### config.mk
export PLATFORM = sky130hd
export DESIGN_NAME = p23_trap_sequencer
export DESIGN_NICKNAME = d
export VERILOG_FILES = /design/src/rtl/p23_trap_sequencer.sv
export SDC_FILE = /design/constraint.sdc
export NUM_CORES = 1
export LEC_CHECK = 0
export ABC_AREA = 1
export BUFFER_PORTS_ARGS = -buffer_cell sky130_fd_sc_hd__buf_4
export CORE_AREA = 2 2 145 147
export CTS_CLUSTER_DIAMETER = 100
export DETAILED_ROUTE_END_ITERATION = 8
export DIE_AREA = 0 0 147 149
export PLACE_DENSITY_LB_ADDON = 0.1
export SYNTH_ARGS = -nofsm -noshare
export SYNTH_HDL_FRONTEND = slang
export SYNTH_SLANG_ARGS = --single-unit
### constraint.sdc
create_clock -name clk -period 1.6 [get_ports clk]
set_clock_uncertainty 0.2 [all_clocks]
set_input_delay 0.08 -clock clk [delete_from_list [all_inputs] [get_ports clk]]
set_output_delay 0.08 -clock clk [all_outputs]
set_load 0.02 [all_outputs]
### src/rtl/p23_trap_sequencer.sv
`default_nettype none
// ============================================================================
//  Module   : p23_trap_sequencer
//  Purpose  : Arbitrates synchronous exceptions against MEI/MSI/MTI and
//             sequences one trap at a time into the CSR exception handler,
//             then hands the trap-vector redirect back to the core.
//  Revision : 1.0 - initial release
// ============================================================================
module p23_trap_sequencer #(
    parameter bit EXC_FIRST  = 1'b1,
    parameter int WAIT_CNT_W = 8
) (
    input  logic                  clk,
    input  logic                  reset,
    input  logic                  exc_valid,
    input  logic [3:0]            exc_cause,
    input  logic [31:0]           exc_pc,
    input  logic [31:0]           exc_tval,
    input  logic                  inst_boundary,
    input  logic [31:0]           boundary_pc,
    input  logic [31:0]           mip,
    input  logic [31:0]           mie,
    input  logic [31:0]           mstatus,
    input  logic [1:0]            privilege_mode,
    input  logic                  wfi_active,
    input  logic                  exception_select,
    input  logic [31:0]           exception_next_pc,
    output logic                  exception_event,
    output logic [31:0]           cause,
    output logic [31:0]           pc,
    output logic [31:0]           badaddr,
    output logic                  trap_busy,
    output logic                  redirect_valid,
    output logic [31:0]           redirect_pc,
    input  logic                  redirect_ack,
    output logic                  wfi_wake,
    output logic [WAIT_CNT_W-1:0] irq_wait_cycles
);

    typedef logic [1:0] state_t;
    localparam state_t c_idle     = 2'd0;
    localparam state_t c_fire     = 2'd1;
    localparam state_t c_wait_sel = 2'd2;
    localparam state_t c_redirect = 2'd3;

    localparam logic [31:0]           c_irq_mask = 32'h0000_0888;
    localparam logic [WAIT_CNT_W-1:0] c_wait_one = WAIT_CNT_W'(1);

    state_t                r_state;
    logic                  r_event;
    logic [31:0]           r_cause;
    logic [31:0]           r_pc;
    logic [31:0]           r_badaddr;
    logic                  r_redirect_valid;
    logic [31:0]           r_redirect_pc;
    logic [WAIT_CNT_W-1:0] r_wait;
    logic                  r_wait_run;

    logic [31:0] w_pend;
    logic        w_irq_en;
    logic        w_irq_take;
    logic        w_irq_accept;
    logic        w_exc_win;
    logic [3:0]  w_irq_code;
    logic        w_unused;

    assign w_pend       = mip & mie;
    assign w_irq_en     = (privilege_mode != 2'b11) | mstatus[3];
    assign w_irq_take   = w_irq_en & (|(w_pend & c_irq_mask));
    assign w_irq_accept = w_irq_take & inst_boundary;
    assign w_exc_win    = exc_valid & (EXC_FIRST | ~w_irq_accept);
    assign w_irq_code   = w_pend[11] ? 4'd11 : (w_pend[3] ? 4'd3 : 4'd7);
    assign w_unused     = ^{mstatus[31:4], mstatus[2:0]};

    always_ff @(posedge clk) begin
        if (reset) begin
            r_state          <= c_idle;
            r_event          <= 1'b0;
            r_cause          <= '0;
            r_pc             <= '0;
            r_badaddr        <= '0;
            r_redirect_valid <= 1'b0;
            r_redirect_pc    <= '0;
            r_wait           <= '0;
            r_wait_run       <= 1'b0;
        end else begin
            case (r_state)
                c_idle: begin
                    // A fresh wait episode restarts the count; otherwise count
                    // boundary-less cycles and freeze on accept or withdrawal.
                    if (w_irq_take) begin
                        if (!r_wait_run) begin
                            r_wait <= inst_boundary ? '0 : c_wait_one;
                        end else if (!inst_boundary && !(&r_wait)) begin
                            r_wait <= r_wait + c_wait_one;
                        end
                    end
                    r_wait_run <= w_irq_take & ~inst_boundary;

                    if (w_exc_win) begin
                        r_cause   <= {28'b0, exc_cause};
                        r_pc      <= exc_pc;
                        r_badaddr <= exc_tval;
                        r_event   <= 1'b1;
                        r_state   <= c_fire;
                    end else if (w_irq_accept) begin
                        r_cause   <= {1'b1, 27'b0, w_irq_code};
                        r_pc      <= boundary_pc;
                        r_badaddr <= '0;
                        r_event   <= 1'b1;
                        r_state   <= c_fire;
                    end
                end
                c_fire: begin
                    r_event <= 1'b0;
                    r_state <= c_wait_sel;
                end
                c_wait_sel: begin
                    if (exception_select) begin
                        r_redirect_pc    <= exception_next_pc;
                        r_redirect_valid <= 1'b1;
                        r_state          <= c_redirect;
                    end
                end
                c_redirect: begin
                    if (redirect_ack) begin
                        r_redirect_valid <= 1'b0;
                        r_state          <= c_idle;
                    end
                end
                default: begin
                    r_state <= c_idle;
                end
            endcase
        end
    end

    assign exception_event = r_event;
    assign cause           = r_cause;
    assign pc              = r_pc;
    assign badaddr         = r_badaddr;
    assign trap_busy       = (r_state != c_idle);
    assign redirect_valid  = r_redirect_valid;
    assign redirect_pc     = r_redirect_pc;
    assign irq_wait_cycles = r_wait;
    // WFI wake deliberately ignores the global interrupt enable.
    assign wfi_wake        = wfi_active & (|(w_pend & c_irq_mask));

endmodule
`default_nettype wire

==> flow_metrics.py <==
metrics = {
    "clock_network": {
        "cts_max_path_buffers": 2,
        "cts.sinks": 114,
        "worstSkewPairLatency_ns": 0.41,
        "cts-buffers-inserted": 17,
        "h-tree-depth": 4,
        "tritoncts": "done",
        "clkTransAtPathRegs_ns": 0.06,
        "ctsRootBufferMaster": "clkbuf_16",
    },
    "cells_and_area": {
        "fin_cells": 1404,
        "utilization_pct": 48.7,
        "fillers": 2043,
        "antenna_cells": 0,
        "drive_gt1_share_pct": 36.0,
        "final_nets": 1359,
        "area_growth_pct": 93.0,
    },
    "pwr": {
        "p_switching_w": 0.00549,
        "ir_worst_vdd_uv": 823,
        "p_leak_nw": 4.64,
        "seq_power_share_pct": 26.7,
        "power_density_nw_per_um2": 1470,
        "swShare_pct": 37.3,
        "p_int_w": 0.00923,
        "clkPwrFrac_pct": 26.2,
        "combPwrFrac_pct": 47.1,
    },
    "synthesis": {
        "synth-main-ff-cell": "dfxtp_1",
        "synth_edf_count": 0,
        "ys_ff_latch": 114,
        "syn_inst": 688,
        "synthArstFlopShare_pct": 0,
        "yosysMostFrequentCell": "nand2_1",
        "yosysWarnings": 0,
        "syn_area_sq_um": 5190,
        "synthTopCellsByCount": "139 x nand2_1, 117 x nor2_1, 114 x dfxtp_1",
        "synth_cell_types": 26,
        "synth-seq-area-share_pct": 44.0,
        "synth_area_leader_cell": "dfxtp_1",
        "synth_top_area_share_pct": 44.0,
        "avgSynthCellArea_sq_um": 7.54,
        "ys_top_cells_by_area": "dfxtp_1 44%, nand2_1 10%, nor2_1 8.5%, a21oi_1 7.0%, mux2i_1 6.2%",
    },
    "grt": {
        "grt_max_degree": 44,
        "grt_pass1_wl_microns": 28800,
        "grt_overflow_total": 0,
        "antenna_found_initial": 0,
        "met2_usage_pct": 27.7,
        "grt_pass1_vias": 5750,
        "grt_usage_pct": 16.3,
        "met3_usage_pct": 4.43,
        "met1_usage_pct": 20.4,
        "busiest_layer": "met2",
    },
    "sta": {
        "rsz0062_at_grt": "yes",
        "setup_violations": 0,
        "setup_slack_ns": 0.0279,
        "final.min_clock_period_ns": 1.57,
        "period_share_pct": 98.3,
        "drv_slew": 0,
        "hold_viol_final": 0,
        "fmax_mhz": 636,
    },
    "min_path": {
        "hold_class": "input pin to flip-flop",
        "hp-start": "exc_valid",
    },
    "worst_setup_path": {
        "cp_cell_sequence": "inv_2 -> ha_4 -> buf_4 -> bufbuf_16 -> a21oi_2 -> nor2_1",
        "cp-end-kind": "flip-flop",
        "cp.arrival_ns": 1.68,
        "crit_buf_inv": 3,
        "critPathLaunch": "r_state[1]",
        "r2r-start": "r_state[1]",
        "crit_family": "buffers and inverters",
        "crit_required_ns": 1.70,
        "cp_slowest_cell": "dfxtp_2",
        "slowest_delay_ns": 0.36,
        "startpoint_type": "flip-flop",
        "crit_type": "flip-flop to flip-flop",
        "cp_max_fo": 22,
    },
    "drt": {
        "postRouteAntennaNets": 0,
        "via_count": 5935,
        "wl_per_cell_microns": 13.6,
        "drc": 0,
        "drtPass1Iterations": 4,
        "routed_wl_microns": 19100,
        "drt_iter0_markers": 167,
        "viasPerCell": 4.23,
    },
    "place": {
        "io_buffers": 260,
        "dp_hpwl_microns": 11800,
        "dp_cells": 1214,
        "place_ws_ns": -0.0262,
        "routabilityCongestion": 0.751,
    },
    "floorplan": {
        "row_count": 53,
        "die_area_sq_um": 21900,
        "initial_core_util_pct": 25.2,
        "io_pins": 377,
        "fp.dieH_microns": 149,
        "core_sq_um": 20600,
        "die_x_microns": 147,
    },
    "status": {
        "status": "complete, no violations",
    },
    "job": {
        "maxCapViolCount": 0,
    },
}
==> worst min-delay path: stages <==
cell,delay (ns)
buf_4,0.19
nand2_1,0.19
nand2_1,0.07
a21oi_1,0.10
==> sequential cells by signal, summed over array words and instances (netlist names) <==
signal / count
badaddr: 32
cause: 5
exception_event: 1
irq_wait_cycles: 8
pc: 32
r_state: 2
r_wait_run: 1
redirect_pc: 32
redirect_valid: 1
==> cell usage in the layout (no fill, tap or decap), types with 4 or more instances in the layout <==
cell type and count:
buf_4 289, dlygate4sd3_1 141, nand2_1 131, nor2_1 115
dfxtp_1 110, a21oi_1 58, nand3_1 46, o21ai_0 34
mux2i_1 32, conb_1 27, a21oi_2 24, clkbuf_16 24
inv_1 20, buf_12 10, nand2_2 8, inv_2 6
clkinvlp_4 6, buf_6 6, dfxtp_2 4
==> kinds of logic after synthesis <==
group / Yosys count / synth area share, %
other: 1 / 0.0723
adder cells (fa/ha/maj): 6 / 1.45
AO/OA/AOI/OAI: 121 / 12.4
multiplexers: 32 / 6.17
AND/OR/NAND/NOR: 315 / 25.0
buffers and inverters: 99 / 10.9
flip-flops: 114 / 44.0
==> area by class of cell <==
class	instances	area [sq um]	share of cell area (%)
Clock buffer	18	439	4.38
Clock inverter	14	155	1.55
Inverter	28	111	1.11
Multi-Input combinational cell	501	2620	26.2
Sequential cell	114	2290	22.8
Tap cell	275	344	3.44
Timing Repair Buffer	454	4060	40.5
==> path summary, 6_finish.rpt <==
| path | depth (start not counted) | slack [ns] | end |
|---|---|---|---|
| min reg2reg | 2 | 0.25 | cause[1] |
| max | 6 | 0.03 | pc[5] |
| max reg2reg | 6 | 0.03 | pc[5] |
| min | 4 | 0.07 | cause[31] |
==> power groups by stage <==
| stage | clock network [W] | registers [W] | logic (W) |
|---|---|---|---|
| CTS | 0.00398 | 0.00391 | 0.00614 |
| global route | 0.00409 | 0.00403 | 0.00753 |
| detailed placement | 0 | 0.00396 | 0.00555 |
| global placement | 0 | 0.00394 | 0.00557 |
| finish | 0.00386 | 0.00394 | 0.00693 |
| floorplan | 0 | 0.00474 | 0.00253 |
==> timing repair <==
action                                 in CTS  in global routing
endpoints found under the hold margin     106                  1
setup endpoints to repair                  36                102
pin swaps                                   1                 17
gates cloned                                1                  8
setup buffers                               2                  7
hold buffers                              141                  1
gates resized for setup                     5                 45
==> routing by layer <==
metal,part of all wire [%],vias to the layer above
li1,-,3046
met1,47,2713
met2,47,161
met3,5.0,15
met4,1.2,0
met5,0,-
==> metrics by stage <==
stage                     hold WS (ns)  area [sq um]  power [W]  setup TNS (ns)
after detailed placement         0.134          7540    0.00951          -0.500
final                           0.0687         10000     0.0147               0
after global placement           0.130          7540    0.00952         -0.0238
after floorplan                 0.0274          5310    0.00726        -0.00677
after CTS                       0.0382          9610     0.0140         -0.0195
after global routing             0.102         10000     0.0156          -0.409
No activity file was read; power rests on OpenSTA's default activity.
